`config.mk`:
```
export PLATFORM = sky130hd
export DESIGN_NAME = ped_signal_ctrl
export DESIGN_NICKNAME = d
export VERILOG_FILES = /design/src/rtl/ped_signal_ctrl.sv
export SDC_FILE = /design/constraint.sdc
export NUM_CORES = 1
export LEC_CHECK = 0
export ABC_AREA = 1
export CORE_MARGIN = 4
export CORE_UTILIZATION = 49
export DETAILED_ROUTE_END_ITERATION = 6
export GPL_TIMING_DRIVEN = 0
export PLACE_DENSITY = 0.82
export SYNTH_ARGS = -nofsm -noshare
export SYNTH_HDL_FRONTEND = slang
export SYNTH_SLANG_ARGS = --single-unit
```
`constraint.sdc`:
```
create_clock -name clk -period 2.05 [get_ports clk]
set_input_delay 0.205 -clock clk [delete_from_list [all_inputs] [get_ports clk]]
set_output_delay 0.205 -clock clk [all_outputs]
set_load 0.01 [all_outputs]
```
`src/rtl/ped_signal_ctrl.sv`:
```
`default_nettype none
// +-----------------------------------------------------------------------+
// | ped_signal_ctrl: pedestrian crossing lamp controller slaved to the      |
// | vehicle light sequence, with a debounced request button and a fault flag.|
// | Revision: 1.0                                                          |
// +-----------------------------------------------------------------------+
module ped_signal_ctrl #(
    parameter int DEBOUNCE_CYCLES = 4,
    parameter int WALK_TICKS      = 6,
    parameter int CLEAR_TICKS     = 3
) (
    input  logic       clk,
    input  logic       resetn,
    input  logic       tick,
    input  logic [2:0] veh_state,
    input  logic       button,
    output logic       ped_red,
    output logic       ped_green,
    output logic       wait_led,
    output logic [3:0] ped_remaining,
    output logic       fault
);

    localparam logic [3:0] DB_LAST    = 4'(DEBOUNCE_CYCLES - 1);
    localparam logic [3:0] WALK_LOAD  = 4'(WALK_TICKS - 1);
    localparam logic [3:0] CLEAR_LOAD = 4'(CLEAR_TICKS - 1);
    localparam logic [3:0] CLEAR_LEN  = 4'(CLEAR_TICKS);
    localparam logic [2:0] VEH_RED    = 3'd1;

    typedef enum logic [1:0] {
        OFF   = 2'd0,
        STOP  = 2'd1,
        WALK  = 2'd2,
        CLEAR = 2'd3
    } state_t;

    state_t     state, state_nx;
    logic [3:0] counter, counter_nx;
    logic       req_pending, req_nx;
    logic       blink, blink_nx;
    logic       fault_q, fault_nx;

    logic       sync1, sync2;
    logic       db_level;
    logic [3:0] db_count;
    logic [2:0] prev_q;

    logic       btn_rise;
    logic       red_entry;
    logic       veh_off;

    // Level flips on the last of DEBOUNCE_CYCLES consecutive mismatching samples.
    always_ff @(posedge clk) begin
        if (!resetn) begin
            sync1    <= 1'b0;
            sync2    <= 1'b0;
            db_level <= 1'b0;
            db_count <= 4'd0;
            prev_q   <= 3'd0;
        end else begin
            sync1  <= button;
            sync2  <= sync1;
            prev_q <= veh_state;
            if (sync2 != db_level) begin
                if (db_count == DB_LAST) begin
                    db_level <= sync2;
                    db_count <= 4'd0;
                end else begin
                    db_count <= db_count + 4'd1;
                end
            end else begin
                db_count <= 4'd0;
            end
        end
    end

    assign btn_rise  = !db_level && sync2 && (db_count == DB_LAST);
    assign red_entry = (veh_state == VEH_RED) && (prev_q != VEH_RED);
    assign veh_off   = (veh_state == 3'd0) || (veh_state == 3'd6) || (veh_state == 3'd7);

    always_ff @(posedge clk) begin
        if (!resetn) begin
            state       <= OFF;
            counter     <= 4'd0;
            req_pending <= 1'b0;
            blink       <= 1'b0;
            fault_q     <= 1'b0;
        end else begin
            state       <= state_nx;
            counter     <= counter_nx;
            req_pending <= req_nx;
            blink       <= blink_nx;
            fault_q     <= fault_nx;
        end
    end

    always_comb begin
        state_nx   = state;
        counter_nx = counter;
        req_nx     = req_pending;
        blink_nx   = blink;
        fault_nx   = fault_q;
        if (veh_off) begin
            state_nx = OFF;
            req_nx   = 1'b0;
            if (state == WALK || state == CLEAR) begin
                fault_nx = 1'b1;
            end
        end else begin
            case (state)
                OFF: state_nx = STOP;
                STOP: begin
                    if (red_entry && req_pending) begin
                        state_nx   = WALK;
                        counter_nx = WALK_LOAD;
                        req_nx     = 1'b0;
                    end else if (btn_rise) begin
                        req_nx = 1'b1;
                    end
                end
                WALK: begin
                    // Vehicles leaving red while pedestrians cross is a safety abort.
                    if (veh_state != VEH_RED) begin
                        state_nx = STOP;
                        fault_nx = 1'b1;
                    end else if (tick) begin
                        if (counter == 4'd0) begin
                            state_nx   = CLEAR;
                            counter_nx = CLEAR_LOAD;
                            blink_nx   = 1'b1;
                        end else begin
                            counter_nx = counter - 4'd1;
                        end
                    end
                end
                CLEAR: begin
                    if (veh_state != VEH_RED) begin
                        state_nx = STOP;
                        fault_nx = 1'b1;
                    end else if (tick) begin
                        blink_nx = ~blink;
                        if (counter == 4'd0) begin
                            state_nx = STOP;
                        end else begin
                            counter_nx = counter - 4'd1;
                        end
                    end
                end
                default: state_nx = OFF;
            endcase
        end
    end

    always_comb begin
        ped_red       = (state == STOP);
        ped_green     = (state == WALK) || ((state == CLEAR) && blink);
        ped_remaining = 4'd0;
        if (state == WALK) begin
            ped_remaining = counter + 4'd1 + CLEAR_LEN;
        end else if (state == CLEAR) begin
            ped_remaining = counter + 4'd1;
        end
    end

    assign wait_led = req_pending;
    assign fault    = fault_q;

endmodule
`default_nettype wire
```
==> impl_results.md <==
- Post-synth top area cell: dfxtp_1
- Crit path max-delay cell type: clkdlybuf4s50_1
- Req. time, crit path: 1.85 ns
- H-tree depth: 1
- Max-Cap Viols: 0
- Area share of the leading cell type in the synthesized netlist: 33.6%
- RSZ-0062 raised after global routing: no
- Gate Count Post-Synth: 155
- R2R Path End: counter[2]
- Starting Density: 51.2%
- Rows: 17
- Status: complete, no violations
- Crit path to: ped_green
- Pre-Repair DR Iteration Count: 4
- Count leader, synth: nand2_1
- Ports: 15
- Sequential share of power: 47.7%
- Post-Syn Area per Cell: 7.31 sq um
- Uppermost layer routed: met4
- Via count: 985
- DRC: 0
- Min cycle time layout: 1.93 ns
- Initial antenna violation count: 0
- CTS Buf Count: 3
- Total core area: 2210 sq um
- Placed cells: 197
- Setup Buffers After CTS: 0
- Hold Crit Start: button
- Syn nets: 171
- Vias in the first global route: 923
- Vias per cell: 4.90
- Bufs on Longest Clock Path: 2
- Routed wl met2: 1.04 mm
- Worst reg2reg path startpoint: state[0]
- Relative slew slack: 76.0%
- Final wirelength: 2.14 mm
- Register Area: 383 sq um
- CTS tree: built
- Number of synthesized flops with an enable pin: 0
- Fillers: 186
- Worst path cell trace: ha_1, nand2_1, nand2_1, clkdlybuf4s50_1
- Fmax: 519 MHz
- Synthesized area: 1130 sq um
- Fin Setup TNS: 0 ns
- Met1 wire length: 958 microns
- Power per cell area: 645 nW/um^2
- Top FF cell, synth: dfxtp_1
- Setup crit end kind: output port
- WL met3: 80 microns
- CP startpoint kind: flip-flop
- Yosys cell types: 23
- Crit. Startpoint: state[1]
- Post-synth top cells: nand2_1, inv_1, dfxtp_1, nor2_1, nand3_1
- Internal power: 0.000577 W
- Async S/R FF share, synth: 0%
- Clk pwr share: 22.5%
- Final Hold Fails: 0
- Sw frac: 33.7%
- Number of hold buffers added after CTS: 0
- Root Buffer Master: clkbuf_4
- Comb pwr share: 29.8%
- Final worst-path cycle share: 94.0%
- Net Switching: 0.000293 W
- DIE WIDTH: 56.1 microns
- Diodes inserted: 0
- RePlAce Congestion: 0.825
- Fraction of the yosys area taken by sequential cells: 33.6%
- Critical path class: reg2out
- Total grt overflow: 0
- Worst Skew: 0.00180 ns
- Multi-input gate area: 647 sq um
- Total Nets Final: 190
- Worst Hold Class: in2reg
- DRT iter0 DRCs: 17
- Yosys warnings: 0
- FF-to-FF path depth: 10
- Area contributors post-synth: dfxtp_1, ha_1, nand2_1, inv_1, nor2_1
- Crit path top cell by count: nand2_1
- Final slew viol count: 0
- Clock Latency Late Sink: 0.31 ns
- Die height: 56.1 microns
- Share of cells above drive strength 1: 15.0%
- Worst-path fanout max: 7
- Total power draw: 0.000869 W
- # clock sinks: 19
- Peak VDD IR: 0.439 mV
- WP data arrival: 1.72 ns
- Max incr delay on CP: 0.53 ns
- Fin cells: 201
- Global-route wire length before repair: 3.86 mm
- IO buf count: 14
- Worst Tran Pin Value: 0.358 ns
- WL/cell: 10.7 microns
- Overall die area: 3150 sq um
- HPWL Detailed: 1.72 mm
- Overall routing resource usage: 15.4%
- Leak pwr: 0.634 nW
- R2r setup slk: 0.45 ns
- Largest net degree at the start of global routing: 12
- Seq cells post-synth: 19
- Post-route ant nets: 0
- Syn-to-layout area delta: 18.9%
- Clock-pin slew on the worst setup and hold paths: 0.11 ns
- Endpoints failing setup: 0
-- worst min-delay path by stage --
stage	to	slack, ns	depth (start not counted)
after detailed placement	sync2	0.40	2
after CTS	sync1	0.40	3
after global placement	sync2	0.40	2
after global routing	sync1	0.40	3
after floorplan	prev_q[0]	0.30	2
final	sync1	0.41	3
-- per-stage QoR --
step | hold WS (ns) | worst slack (ns) | utilization, % | instance area [sq um]
after floorplan | 0.298 | 0.580 | - | 1130
after global placement | 0.399 | 0.0412 | 59.2 | 1310
after detailed placement | 0.398 | 0.0257 | 59.2 | 1310
after CTS | 0.400 | 0.0618 | 60.3 | 1330
after global routing | 0.398 | 0.00172 | 60.9 | 1350
final | 0.407 | 0.124 | 60.9 | 1350
-- metal layers --
layer  track usage (%)  vias up
li1                  -      524
met1              17.3      434
met2              25.4       20
met3              3.94        7
met4              10.2        0
met5                 0        -
-- cell families (layout without fill, tap and decap cells) --
| group | after synthesis | in the layout | share of synthesized area, % |
|---|---|---|---|
| AOI/OAI and AO/OA | 21 | 21 | 9.60 |
| adders and majority gates | 9 | 9 | 9.93 |
| and+or+nand+nor | 72 | 72 | 32.6 |
| xor gates and xnor gates | 5 | 5 | 3.86 |
| buffers and inverters | 29 | 47 | 10.5 |
| DFF | 19 | 19 | 33.6 |
-- state kept, by name, indices dropped and copies added, names as in the netlist --
name      count
blink         1
counter       4
db_count      4
db_level      1
fault         1
prev_q        3
state         2
sync1         1
sync2         1
wait_led      1
-- critical path: cells and delay by family, from the launching register on --
family | cells | cell delay [ns]
and+or+nand+nor | 2 | 0.18
buffers and inverters | 1 | 0.53
adders and majority gates | 1 | 0.32
DFF | 1 | 0.39
-- timing repair --
action / 4_1_cts / 5_1_grt
pin swaps: 0 / 0
endpoints found under the setup margin: 4 / 1
gates resized for setup: 7 / 2
-- layout make-up --
| type | instances | area share [%] |
|---|---|---|
| buffer | 1 | 1.02 |
| tap | 28 | 2.60 |
| multi-input combinational | 107 | 48.0 |
| inverter | 28 | 7.80 |
| timing repair buffer | 14 | 10.1 |
| clock buffer | 3 | 1.67 |
| clock inverter | 1 | 0.371 |
| sequential | 19 | 28.4 |
-- power groups by stage --
| stage | sequential (W) | combinational, W | clock [W] |
|---|---|---|---|
| after global placement | 0.000421 | 0.000241 | 0 |
| final | 0.000415 | 0.000259 | 0.000196 |
| after global routing | 0.000417 | 0.000294 | 0.000221 |
| after floorplan | 0.000418 | 0.000184 | 0 |
| after CTS | 0.000414 | 0.000251 | 0.000204 |
| after detailed placement | 0.000422 | 0.000251 | 0 |
-- cell usage in the layout, fill, tap and decap left out --
master / n
clkdlybuf4s15_1: 1
or2_2: 1
nand2_2: 1
o211ai_1: 1
dlygate4sd2_1: 3
nor2_1: 16
nand2_1: 30
nand4_1: 1
inv_2: 4
a21oi_1: 8
o21ai_0: 8
ha_4: 1
nor2_2: 3
nand2_4: 2
clkdlybuf4s50_1: 10
o21ai_1: 3
o22ai_1: 1
clkinv_2: 1
xnor2_1: 2
clkbuf_8: 1
dfxtp_1: 17
clkbuf_4: 3
dfxtp_2: 2
nor2_4: 3
ha_1: 8
inv_1: 24
nand3_2: 3
nand3_4: 1
xor2_1: 3
nand3_1: 11
Note: power is estimated with default switching activity, not from simulation.
